## config.mk

```make
export PLATFORM = sky130hd
export DESIGN_NAME = uart_rx_oversample
export DESIGN_NICKNAME = d
export VERILOG_FILES = /design/src/rtl/uart_pkg.sv /design/src/rtl/uart_baud_tick.sv /design/src/rtl/uart_rx_oversample.sv
export SDC_FILE = /design/constraint.sdc
export NUM_CORES = 1
export LEC_CHECK = 0
export ABC_AREA = 1
export CAP_MARGIN = 20
export CORE_MARGIN = 8
export CORE_UTILIZATION = 40
export DETAILED_ROUTE_END_ITERATION = 8
export SYNTH_ARGS = -nofsm -noshare
export SYNTH_HDL_FRONTEND = slang
export SYNTH_SLANG_ARGS = --single-unit
```

## constraint.sdc

```tcl
create_clock -name clk -period 2.04 [get_ports clk]
set_input_delay 0.408 -clock clk [delete_from_list [all_inputs] [get_ports clk]]
set_output_delay 0.408 -clock clk [all_outputs]
set_load 0.1 [all_outputs]
```

## src/rtl/uart_pkg.sv

```systemverilog
// Shared UART definitions: parity selection, receiver FSM states and the
// clock-divider helper used by both the receive and transmit paths.
package uart_pkg;

  typedef enum logic [1:0] {
    PAR_NONE = 2'd0,
    PAR_ODD  = 2'd1,
    PAR_EVEN = 2'd2
  } parity_t;

  typedef enum logic [2:0] {
    IDLE   = 3'd0,
    START  = 3'd1,
    DATA   = 3'd2,
    PARITY = 3'd3,
    STOP   = 3'd4
  } rx_state_t;

  // Number of system clocks per oversample tick (integer division).
  function automatic int calc_div(input int clk_freq, input int baud_rate,
                                  input int oversample);
    return clk_freq / (baud_rate * oversample);
  endfunction

endpackage

```

## src/rtl/uart_baud_tick.sv

```systemverilog
// Free-running divider producing a one-cycle tick every div clocks.
// A synchronous clear restarts the count so the tick phase can be aligned
// to an external event (e.g. a detected start edge).
module uart_baud_tick #(
  parameter int div = 10
) (
  input  logic clk,
  input  logic rst,
  input  logic clear,
  output logic tick
);

  localparam int CW = (div > 1) ? $clog2(div) : 1;
  localparam logic [CW-1:0] CNT_LAST = CW'(div - 1);

  logic [CW-1:0] cnt;

  // Divider counter: runs 0..div-1, restarts on clear or wrap.
  always_ff @(posedge clk or posedge rst) begin
    if (rst) begin
      cnt <= '0;
    end else if (clear || (cnt == CNT_LAST)) begin
      cnt <= '0;
    end else begin
      cnt <= cnt + 1'b1;
    end
  end

  // Tick on the wrap cycle; suppressed while being realigned.
  always_comb begin
    tick = (cnt == CNT_LAST) && !clear;
  end

endmodule

```

## src/rtl/uart_rx_oversample.sv

```systemverilog
// Oversampling UART receiver. The rx pin is synchronised, a falling edge
// starts a frame, and each bit is sampled once at its middle by counting
// oversample ticks. A completed frame is presented for one cycle on
// rx_data_vld together with its parity and framing status.
//
// Handshake: rx_data_vld is a one-cycle strobe with no back-pressure; the
// data and status outputs are updated on that cycle and hold until the next
// strobe, so a consumer may read them any time between strobes.
module uart_rx_oversample
  import uart_pkg::*;
#(
  parameter int clk_freq    = 50000000,
  parameter int baud_rate   = 19200,
  parameter int data_bits   = 8,
  parameter int parity_type = 0,
  parameter int stop_bits   = 1,
  parameter int oversample  = 16
) (
  input  logic                 clk,
  input  logic                 rst,
  input  logic                 rx,
  output logic [data_bits-1:0] rx_data_out,
  output logic                 rx_data_vld,
  output logic                 parity_err,
  output logic                 framing_err,
  output logic                 rx_busy
);

  localparam int DIV = calc_div(clk_freq, baud_rate, oversample);
  localparam int SW  = $clog2(oversample);

  localparam logic [SW-1:0] S_HALF  = SW'(oversample / 2 - 1);
  localparam logic [SW-1:0] S_LAST  = SW'(oversample - 1);
  localparam logic [3:0]    DB_LAST = 4'(data_bits - 1);
  localparam logic [3:0]    SB_LAST = 4'(stop_bits - 1);
  localparam bit            PAR_EN  = (parity_type != int'(PAR_NONE));
  localparam bit            PAR_ODD_CFG = (parity_type == int'(PAR_ODD));

  // Elaboration-time parameter range checks.
  if (DIV < 1) begin : g_div_chk
    $error("uart_rx_oversample: clk_freq/(baud_rate*oversample) must be >= 1");
  end
  if ((data_bits < 5) || (data_bits > 9)) begin : g_db_chk
    $error("uart_rx_oversample: data_bits must be 5..9");
  end
  if ((stop_bits < 1) || (stop_bits > 2)) begin : g_sb_chk
    $error("uart_rx_oversample: stop_bits must be 1..2");
  end
  if ((parity_type < 0) || (parity_type > 2)) begin : g_par_chk
    $error("uart_rx_oversample: parity_type must be 0, 1 or 2");
  end
  if ((oversample < 8) || ((oversample % 2) != 0)) begin : g_os_chk
    $error("uart_rx_oversample: oversample must be even and >= 8");
  end

  logic                 rx_meta;
  logic                 rx_s;
  rx_state_t            state_q;
  rx_state_t            state_d;
  logic                 tick;
  logic [SW-1:0]        s_cnt;
  logic [3:0]           bit_cnt;
  logic [data_bits-1:0] shreg;
  logic                 par_acc;
  logic                 fe_acc;
  logic                 armed;
  logic                 start_det;
  logic                 sample_pt;
  logic                 finish;

  // Two-flop synchroniser, preset to the idle (high) line level.
  always_ff @(posedge clk or posedge rst) begin
    if (rst) begin
      rx_meta <= 1'b1;
      rx_s    <= 1'b1;
    end else begin
      rx_meta <= rx;
      rx_s    <= rx_meta;
    end
  end

  // Tick generator realigned to the start edge.
  uart_baud_tick #(
    .div(DIV)
  ) u_tick (
    .clk  (clk),
    .rst  (rst),
    .clear(start_det),
    .tick (tick)
  );

  // Start detection and mid-bit sample strobe (start bit is sampled half a
  // bit after the edge, every later bit one full bit after the previous).
  always_comb begin
    start_det = (state_q == IDLE) && armed && !rx_s;
    sample_pt = tick && (s_cnt == ((state_q == START) ? S_HALF : S_LAST));
  end

  // FSM state register.
  always_ff @(posedge clk or posedge rst) begin
    if (rst) begin
      state_q <= IDLE;
    end else begin
      state_q <= state_d;
    end
  end

  // FSM next-state and frame-complete strobe.
  always_comb begin
    state_d = state_q;
    finish  = 1'b0;
    case (state_q)
      IDLE: begin
        if (start_det) state_d = START;
      end
      START: begin
        if (sample_pt) state_d = rx_s ? IDLE : DATA;
      end
      DATA: begin
        if (sample_pt && (bit_cnt == DB_LAST)) state_d = PAR_EN ? PARITY : STOP;
      end
      PARITY: begin
        if (sample_pt) state_d = STOP;
      end
      STOP: begin
        if (sample_pt && (bit_cnt == SB_LAST)) begin
          state_d = IDLE;
          finish  = 1'b1;
        end
      end
      default: state_d = IDLE;
    endcase
  end

  // Sample-phase counter: cleared at the edge and at each sample point.
  always_ff @(posedge clk or posedge rst) begin
    if (rst) begin
      s_cnt <= '0;
    end else if (start_det || sample_pt) begin
      s_cnt <= '0;
    end else if (tick) begin
      s_cnt <= s_cnt + 1'b1;
    end
  end

  // Bits sampled within the current state; restarts on every state change.
  always_ff @(posedge clk or posedge rst) begin
    if (rst) begin
      bit_cnt <= '0;
    end else if (state_d != state_q) begin
      bit_cnt <= '0;
    end else if (sample_pt) begin
      bit_cnt <= bit_cnt + 1'b1;
    end
  end

  // Data shift register (LSB arrives first) and per-frame error tracking.
  always_ff @(posedge clk or posedge rst) begin
    if (rst) begin
      shreg   <= '0;
      par_acc <= 1'b0;
      fe_acc  <= 1'b0;
    end else if (start_det) begin
      shreg   <= '0;
      par_acc <= 1'b0;
      fe_acc  <= 1'b0;
    end else if (sample_pt) begin
      if (state_q == DATA) shreg <= {rx_s, shreg[data_bits-1:1]};
      if (state_q == PARITY) par_acc <= ((^shreg) ^ rx_s) != PAR_ODD_CFG;
      if ((state_q == STOP) && !rx_s) fe_acc <= 1'b1;
    end
  end

  // A stuck-low line must go high again before another start is accepted.
  always_ff @(posedge clk or posedge rst) begin
    if (rst) begin
      armed <= 1'b1;
    end else if (finish) begin
      armed <= rx_s;
    end else if ((state_q == IDLE) && rx_s) begin
      armed <= 1'b1;
    end
  end

  // Output registers: word and status latched with the valid strobe.
  always_ff @(posedge clk or posedge rst) begin
    if (rst) begin
      rx_data_out <= '0;
      rx_data_vld <= 1'b0;
      parity_err  <= 1'b0;
      framing_err <= 1'b0;
      rx_busy     <= 1'b0;
    end else begin
      rx_data_vld <= finish;
      rx_busy     <= (state_d != IDLE);
      if (finish) begin
        rx_data_out <= shreg;
        parity_err  <= PAR_EN ? par_acc : 1'b0;
        framing_err <= fe_acc | ~rx_s;
      end
    end
  end

endmodule

```

# Word level (Yosys, flattened, before mapping)
# Index checks and enable logic that the tools add are counted.
# word_totals
ff_bits	42
latchBits	0
ramBits	0
romBits	0
in_bits	3
word_cells	72
mem_count	0
# op_classes
addsub	3
mul	0
div_mod_pow	0
n_lt_le_gt_ge	0
n_eq_ne	8
shifts	0
n_mux	23
bitwise	2
n_reduce_logical	23
# ops
op	count
$mux 8	4
$mux 4	5
$mux 3	5
$pmux 3 s5	1
$reduce_bool 2->1	6
$add 4x1->4 const B	2
$add 8x1->8 const B	1
$eq 8x8->1 const B	1
$logic_and 1x1->1	8
$mux 1	7
$eq 3x2->1 const B	2
$eq 4x3->1 const B	1
$eq 4x4->1	1
$logic_not 4->1	1
$reduce_and 2->1	2
$eq 3x1->1 const B	1
$eq 3x3->1 const B	1
$logic_not 3->1	1
$ne 3x3->1	1
$reduce_bool 3->1	1
$logic_not 1->1	2
$logic_or 1x1->1	2
$mux 2	1
$not 1->1	1
$or 1x1->1	1

# Logic depth before layout (Yosys ltp)
# Gate-level depths: netlist of run 1.
# depth
word_depth	11
ltp_mapped	14
depth_no_buf	14

# Modules after synthesis
# From an unflattened synthesis of run 1, not the netlist that was laid out.
# hier_totals
cells_unflattened	209
area_unflattened_um2	1980.6
# modules_own_cells
mod	n_inst	cells_each	area_per_inst_um2
uart_rx_oversample	1	154	1554.0
uart_baud_tick	1	55	426.7

# Least setup slack after synthesis of run 1
# No wires, ideal clock.
# synth_timing
path_kind	flip-flop to flip-flop
start	register u_tick.cnt[1]
end	register rx_data_out[0]
arrival_time_ns	1.540
required_ns	1.919
path_slack_ns	0.378
stages_incl_launch_ff	13
period_less_slack_ns	1.662
path_cell_list	dfrtp_1 -> inv_1 -> ha_1 -> nand2_1 -> nor2_2 -> nand2_2 -> nor2_8 -> nand3_4 -> nor2_4 -> inv_2 -> buf_6 -> nand2_2 -> o21ai_2
# synth_between
elab_chain_len	6
# synth_lines
item	line_no	text
start, declared	uart_baud_tick.sv:16	logic [CW-1:0] cnt;
start signal, assigned	uart_baud_tick.sv:25	cnt <= cnt + 1'b1;
$eq 8x8->1	uart_baud_tick.sv:31	tick = (cnt == CNT_LAST) && !clear;
$logic_and 1x1->1	uart_baud_tick.sv:31	
$logic_and 1x1->1	uart_rx_oversample.sv:96	sample_pt = tick && (s_cnt == ((state_q == START) ? S_HALF : S_LAST));
$logic_and 1x1->1	uart_rx_oversample.sv:126	if (sample_pt && (bit_cnt == SB_LAST)) begin
$mux 1	uart_rx_oversample.sv:126	
$mux 1	uart_rx_oversample.sv:112	case (state_q)
via finish	uart_rx_oversample.sv:69	logic finish;
end signal, assigned	uart_rx_oversample.sv:197	rx_data_out <= shreg;
end, declared	uart_rx_oversample.sv:22	output logic [data_bits-1:0] rx_data_out,
# The timed path passes the listed nets, and every way through them passes these cells.
# A chain may end at the register's enable or synchronous reset.

# Worst setup path after layout of run 1
# layout_timing
start	register u_tick.cnt[1]
end	register armed
# layout_between
elab_chain_len	7
# layout_lines
item	line_no	text
$eq 8x8->1 (*)	uart_baud_tick.sv:31	
$logic_and 1x1->1 (*)	uart_baud_tick.sv:31	
$logic_and 1x1->1 (*)	uart_rx_oversample.sv:96	
$logic_and 1x1->1 (*)	uart_rx_oversample.sv:126	
$mux 1 (*)	uart_rx_oversample.sv:126	
$mux 1 (*)	uart_rx_oversample.sv:112	
via finish	uart_rx_oversample.sv:69	
$mux 1 or $reduce_bool 2->1 (tied branches)	-	
end signal, assigned	uart_rx_oversample.sv:179	armed <= rx_s;
end, declared	uart_rx_oversample.sv:66	logic armed;
# Mark *: on every way through the listed nets, which the timed path passes. The rest lies on a longest branch.

==> impl_metrics.yaml, run 1 <==
worst_hold_path:
  holdCritStartpoint: "rx_meta$_DFF_PP1_"
  hold_class: "flip-flop to flip-flop"
  min_path_cells: 0
  hold_end: "rx_s$_DFF_PP1_"
cells_and_area:
  diodes: 0
  layout.cells.non_filler: 311
  final_area_mm2: 0.002364
  n_fill_cell: 482
  areaGrowthSynthToFinish_pct: 14.62
  final_cell_mix: "nand2_1 (39), dfrtp_1 (39), inv_1 (28)"
  drive_gt1_frac: 0.2531
  layout.nets: 248
logic_synthesis:
  synth.distinct_cells: 35
  avgSynthCellArea_um2: 9.415
  syn_area_mm2: 0.002062
  synth-seq-cells: 42
  ys.flop_type: "dfrtp_1"
  yosys_warnings: 0
  netlist_instances: 219
  synth_seq_area_share: 0.5115
  synth_edf_count: 0
  synth-async-reset-ratio: 1.000
  synth.net_count: 227
power_and_ir_drop:
  power.total_mw: 1.876
  vdd_ir_drop_max_uv: 416.9
  p_per_area_mw_per_mm2: 793.9
  cellLeakagePower_nw: 1.161
placed_design:
  port_buffers: 13
  dp_hpwl_um: 2607
  dpl.cell_count: 303
  place_ws_ns: 0.2094
  gp_congestion: 0.8468
  place_area_mm2: 0.002268
floorplanning:
  start_util: 0.4089
  io_pins: 15
  rows: 26
  chipHeight_um: 87.80
  core_mm2: 0.005042
  die_w_um: 87.80
  die-area_mm2: 0.007708
clock_network:
  ctsHoldBuffers: 0
  insertion_delay_ns: 0.30
  cts_resized: 0
  cts_made_buffers: 5
  cts_setup_buffers: 0
  root_buffer: "clkbuf_8"
  clk_path_buf_depth: 2
  clock-sinks: 42
  cts.clk_slew.worst_paths_ns: 0.08
  tritoncts: "built"
  h-tree-depth: 2
worst_setup_path:
  worst_path_max_delay_cell: "dfrtp_1"
  crit_path_cell_trace: "inv_1, ha_1, nand2_1, nor2_2, nand2_2, nor2_8, nand3_4, nor2_4, inv_2, a21oi_1, a21o_1"
  cp_slowest_stage_delay_ns: 0.40
  r2r-start: "u_tick.cnt[1]$_DFF_PP0_"
  cp-start-kind: "flip-flop"
  cp_data_required_time_ns: 2.28
  rrSetupSlack_ns: 0.21
  crit_path_max_fanout: 17
  critical_path_arrival_ns: 2.07
  cp_num_buf_inv: 2
  rr_endpoint: "armed$_DFFE_PP1P_"
  crit_family: "simple AND/OR/NAND/NOR gates"
  path_class: "flip-flop to flip-flop"
  reg2reg_depth: 11
  worstSetupEndpointType: "flip-flop"
drt:
  antenna_left: 0
  remaining_drc_errors: 0
  wirelength_um: 3532
  drt_iter0_drc: 76
  vias: 1430
  dr.pass1.iters: 4
  viasPerCell: 4.598
  routedWlPerCell_um: 11.36
global_route:
  grt-ovfl-total: 0
  antenna_found_initial: 0
  grt_pass1_vias: 1463
  track_usage: 0.1081
  grt_max_degree: 43
  grt_pass1_wl_um: 6506
sta:
  slew_violations: 0
  clock_skew_ns: 0.01084
  fin_crit_ns: 1.826
  period_share: 0.8950
  rsz0062_at_grt: "false"
  layout_setup_ws_ns: 0.2142
  setup_tns_ns: 0
  max_freq_mhz: 547.7
  finalSetupViolations: 0
  hold_viol: 0
status:
  status: "finished, final reports clean"
flow_run:
  maxCapViolCount: 0
synthesized netlist by cell type, types with 2 or more instances:
| cell | instances | area, um2 |
|---|---|---|
| dfrtp_1 | 39 | 975.9 |
| nand2_1 | 39 | 146.4 |
| inv_1 | 28 | 105.1 |
| nor2_1 | 17 | 63.81 |
| nand3_1 | 10 | 50.05 |
| a21oi_1 | 9 | 45.04 |
| nand2_2 | 9 | 56.30 |
| inv_2 | 7 | 26.28 |
| o21ai_2 | 6 | 52.55 |
| ha_1 | 5 | 62.56 |
| o22ai_1 | 5 | 31.28 |
| nor3b_1 | 4 | 30.03 |
| xor2_1 | 4 | 35.03 |
| dfstp_2 | 3 | 78.83 |
| nand3_2 | 3 | 30.03 |
| nor2_4 | 3 | 33.78 |
| nor3_1 | 3 | 15.01 |
| o21ai_0 | 3 | 15.01 |
| o21ai_1 | 3 | 15.01 |
| nand2_4 | 2 | 22.52 |
| nand4_1 | 2 | 12.51 |
| o21a_1 | 2 | 15.01 |
sequential cells by signal, indices dropped and copies added, names as in the netlist, 3 cells and up:
register,cells
bit_cnt,4
shreg,8
state_q,3
u_tick.cnt,8
rx_data_out,8
s_cnt,4
worst register-to-register path, cell delays in order, from the launching register on:
cell and delay (ns):
dfrtp_1 0.40, inv_1 0.06, ha_1 0.13, nand2_1 0.06, nor2_2 0.12, nand2_2 0.14
nor2_8 0.17, nand3_4 0.11, nor2_4 0.15, inv_2 0.17, a21oi_1 0.17, a21o_1 0.10
how the worst max path moves through the flow:
| stage | from | end | slack, ns | cells after the start |
|---|---|---|---|---|
| 6_report | u_tick.cnt[1]$_DFF_PP0_ | armed$_DFFE_PP1P_ | 0.21 | 11 |
| 3_5_place_dp | u_tick.cnt[1]$_DFF_PP0_ | armed$_DFFE_PP1P_ | 0.21 | 11 |
| 5_1_grt | u_tick.cnt[1]$_DFF_PP0_ | armed$_DFFE_PP1P_ | 0.01 | 11 |
| 3_3_place_gp | u_tick.cnt[1]$_DFF_PP0_ | armed$_DFFE_PP1P_ | 0.25 | 11 |
| 4_1_cts | u_tick.cnt[1]$_DFF_PP0_ | armed$_DFFE_PP1P_ | 0.19 | 11 |
| 2_1_floorplan | u_tick.cnt[1]$_DFF_PP0_ | rx_data_out[0]$_DFFE_PP0P_ | 0.38 | 12 |
cell type report:
class | count | area (um2) | area share
repair buffers | 16 | 137.6 | 0.05823
flip-flops and latches | 42 | 1055 | 0.4463
clock inverters | 2 | 12.51 | 0.005294
clock buffers | 6 | 82.58 | 0.03494
multi-input cells | 140 | 857.1 | 0.3626
inverters | 35 | 131.4 | 0.05558
well taps | 70 | 87.58 | 0.03706
power breakdown:
part           switching [mW]  leakage, nW  total [mW]  internal, mW
Sequential             0.0781        0.554        1.00         0.926
Combinational           0.196        0.559       0.313         0.117
Clock                   0.288       0.0472       0.560         0.272
Total                   0.561         1.16        1.88          1.32
metrics by stage:
| stage | hold WS (ns) | utilization |
|---|---|---|
| after detailed placement | 0.3503 | 0.4499 |
| after global routing | 0.3702 | 0.4687 |
| after global placement | 0.3455 | 0.4499 |
| after floorplan | 0.3452 | - |
| after CTS | 0.3613 | 0.4687 |
| final | 0.3610 | 0.4687 |
kinds of logic (layout without fill, tap and decap cells):
group,after synthesis,after routing,synth area share
XOR/XNOR,4,4,0.01699
flip-flops,42,42,0.5115
AO/OA/AOI/OAI,32,32,0.1032
other,1,1,0.001819
AND/OR/NAND/NOR,98,98,0.2633
buffers and inverters,37,59,0.07282
adder cells (fa/ha/maj),5,5,0.03034
per-layer routing:
layer  global-route usage  wire length, um  part of all wire  vias up
li1                     -                -                 -      739
met1               0.1291             1713              0.48      658
met2               0.1724             1560              0.44       25
met3              0.01970              154             0.044        8
met4              0.07500              104             0.029        0
met5                    0                0                 0        -
Power figures use the tool's default switching activity.
==> run 2: changes to the inputs <==
--- a/config.mk
+++ b/config.mk
@@ -8,7 +8,7 @@
 export ABC_AREA = 1
 export CAP_MARGIN = 20
 export CORE_MARGIN = 8
-export CORE_UTILIZATION = 40
+export CORE_UTILIZATION = 30
 export DETAILED_ROUTE_END_ITERATION = 8
 export SYNTH_ARGS = -nofsm -noshare
 export SYNTH_HDL_FRONTEND = slang
==> constraint.sdc (replaced) <==
create_clock -name clk -period 1.6 [get_ports clk]
set_input_delay 0.32 -clock clk [delete_from_list [all_inputs] [get_ports clk]]
set_output_delay 0.32 -clock clk [all_outputs]
set_load 0.1 [all_outputs]
==> run 2 against run 1 <==
- maximum frequency rose by 7.0%
- the run now ends with negative setup slack left
- core utilization fell by 4.5 points
- largest power group unchanged
- count of clock-buffer cells in the layout did not move
- sequential share of layout area fell by 7.6 points
==> impl_metrics.yaml, run 2 (synthesis results as in run 1) <==
sta:
  period_share: 1.067
  fin_crit_ns: 1.707
  max_freq_mhz: 585.8
  layout_setup_ws_ns: -0.1070
  rsz0062_at_grt: "true"
  clock_skew_ns: 0.007977
  hold_viol: 0
  finalSetupViolations: 8
  slew_violations: 0
cells_and_area:
  drive_gt1_frac: 0.3902
  regArea_mm2: 0.001055
  final_cell_mix: "dfrtp_1 (39), nand2_1 (33), inv_1 (28)"
  final_area_mm2: 0.002848
  multiInputGateArea_um2: 953.4
  layout.nets: 271
  utilization: 0.4238
  diodes: 0
  final_common_cell: "dfrtp_1"
  n_fill_cell: 624
  reg_top3: "rx_data_out: 8 flops, shreg: 8 flops, u_tick.cnt: 8 flops"
  areaGrowthSynthToFinish_pct: 38.11
drt:
  viasPerCell: 4.547
  dr.pass1.iters: 4
  wirelength_um: 4270
  antenna_left: 0
  remaining_drc_errors: 0
  vias: 1564
  routedWlPerCell_um: 12.41
  drt_iter0_drc: 63
status:
  violations: "negative setup slack"
  status: "finished with violations"
placed_design:
  dp_hpwl_um: 2994
  place_area_mm2: 0.002576
  gp_congestion: 0.8445
  port_buffers: 13
floorplanning:
  io_pins: 15
  core_mm2: 0.006719
  die_w_um: 98.91
  chipHeight_um: 98.91
  die-area_mm2: 0.009782
  start_util: 0.3069
  rows: 30
worst_hold_path:
  min_path_cells: 0
  hold_class: "flip-flop to flip-flop"
  holdCritStartpoint: "rx_meta$_DFF_PP1_"
clock_network:
  cts.clk_slew.worst_paths_ns: 0.08
  root_buffer: "clkbuf_8"
  clk_path_buf_depth: 2
  insertion_delay_ns: 0.30
  clock-sinks: 42
  cts_made_buffers: 5
  h-tree-depth: 2
  tritoncts: "built"
worst_setup_path:
  rrSetupSlack_ns: -0.11
  cp_data_required_time_ns: 1.79
  crit_start: "u_tick.cnt[1]$_DFF_PP0_"
  r2r-start: "u_tick.cnt[1]$_DFF_PP0_"
  cp-endpoint: "bit_cnt[1]$_DFFE_PP0P_"
  cp-start-kind: "flip-flop"
  worstSetupEndpointType: "flip-flop"
  rr_endpoint: "bit_cnt[1]$_DFFE_PP0P_"
  reg2reg_depth: 13
  crit_path_max_fanout: 5
  critical_path_arrival_ns: 1.89
  path_class: "flip-flop to flip-flop"
power_and_ir_drop:
  p_sw_frac: 0.2701
  pwr-share-seq: 0.435
  p_comb_frac: 0.206
  cellLeakagePower_nw: 1.383
  p_int_mw: 2.113
  p_switching_mw: 0.7821
  vdd_ir_drop_max_uv: 378.0
  clkPwrFrac: 0.359
  p_per_area_mw_per_mm2: 1017
flow_run:
  maxCapViolCount: 0
global_route:
  track_usage: 0.09135
  grt_max_degree: 43
  grt_pass1_wl_um: 7251
  grt-ovfl-total: 0
  antenna_found_initial: 0
  grt_pass1_vias: 1610
run 2: layer usage:
layer | GRT usage | vias up | part of all wire
li1 | - | 781 | -
met4 | 0.04841 | 0 | 0.016
met5 | 0 | - | 0
met1 | 0.1084 | 756 | 0.47
met3 | 0.02678 | 7 | 0.030
met2 | 0.1455 | 20 | 0.48
run 2: worst max-delay path, cell delays in order (launching register included):
cell and delay, ns:
dfrtp_1 0.38, inv_1 0.06, ha_2 0.17, nand2_2 0.07
nor2_4 0.11, nand2_4 0.09, nor2_8 0.13, nand2_4 0.09
nor2_4 0.12, nand3_2 0.08, nand2_2 0.10, nand2_2 0.07
nand3_4 0.09, nor2_1 0.05
run 2: cell type report:
type | count | share of cell area
clock inverter | 2 | 0.02109
tap | 80 | 0.03515
inverter | 35 | 0.04965
sequential | 42 | 0.3704
multi-input combinational | 140 | 0.3348
timing repair buffer | 39 | 0.1599
clock buffer | 6 | 0.02900
run 2: worst min-delay path by stage:
stage                                   end  slack, ns
after global routing         rx_s$_DFF_PP1_       0.37
final                        rx_s$_DFF_PP1_       0.36
after floorplan           rx_meta$_DFF_PP1_       0.32
after detailed placement     rx_s$_DFF_PP1_       0.35
after CTS                    rx_s$_DFF_PP1_       0.36
after global placement       rx_s$_DFF_PP1_       0.35
run 2: per-stage QoR:
| step | power [mW] | TNS, ns | hold slack (ns) | setup WS [ns] | std cells |
|---|---|---|---|---|---|
| final | 2.895 | -0.5194 | 0.3579 | -0.1070 | 344 |
| after global placement | 1.812 | -0.2030 | 0.3457 | -0.08819 | 334 |
| after floorplan | 1.606 | -0.1994 | 0.3245 | -0.03635 | 219 |
| after CTS | 2.870 | -0.4010 | 0.3598 | -0.07028 | 343 |
| after global routing | 3.053 | -3.187 | 0.3680 | -0.2330 | 344 |
| after detailed placement | 1.828 | -0.5125 | 0.3475 | -0.06368 | 334 |
run 2: what timing repair did:
item                                    CTS  global route
resized for setup                         7            24
pin swaps                                 2             2
buffers inserted                          1             1
endpoints found under the setup margin   19            29
hold buffers                              0             0
run 2: power groups by stage:
| stage | clock network, mW | logic (mW) | registers, mW |
|---|---|---|---|
| 2_1_floorplan | 0 | 0.298 | 1.31 |
| 3_3_place_gp | 0 | 0.538 | 1.27 |
| 3_5_place_dp | 0 | 0.552 | 1.28 |
| 4_1_cts | 1.06 | 0.557 | 1.26 |
| 5_1_grt | 1.11 | 0.668 | 1.28 |
| 6_report | 1.04 | 0.596 | 1.26 |
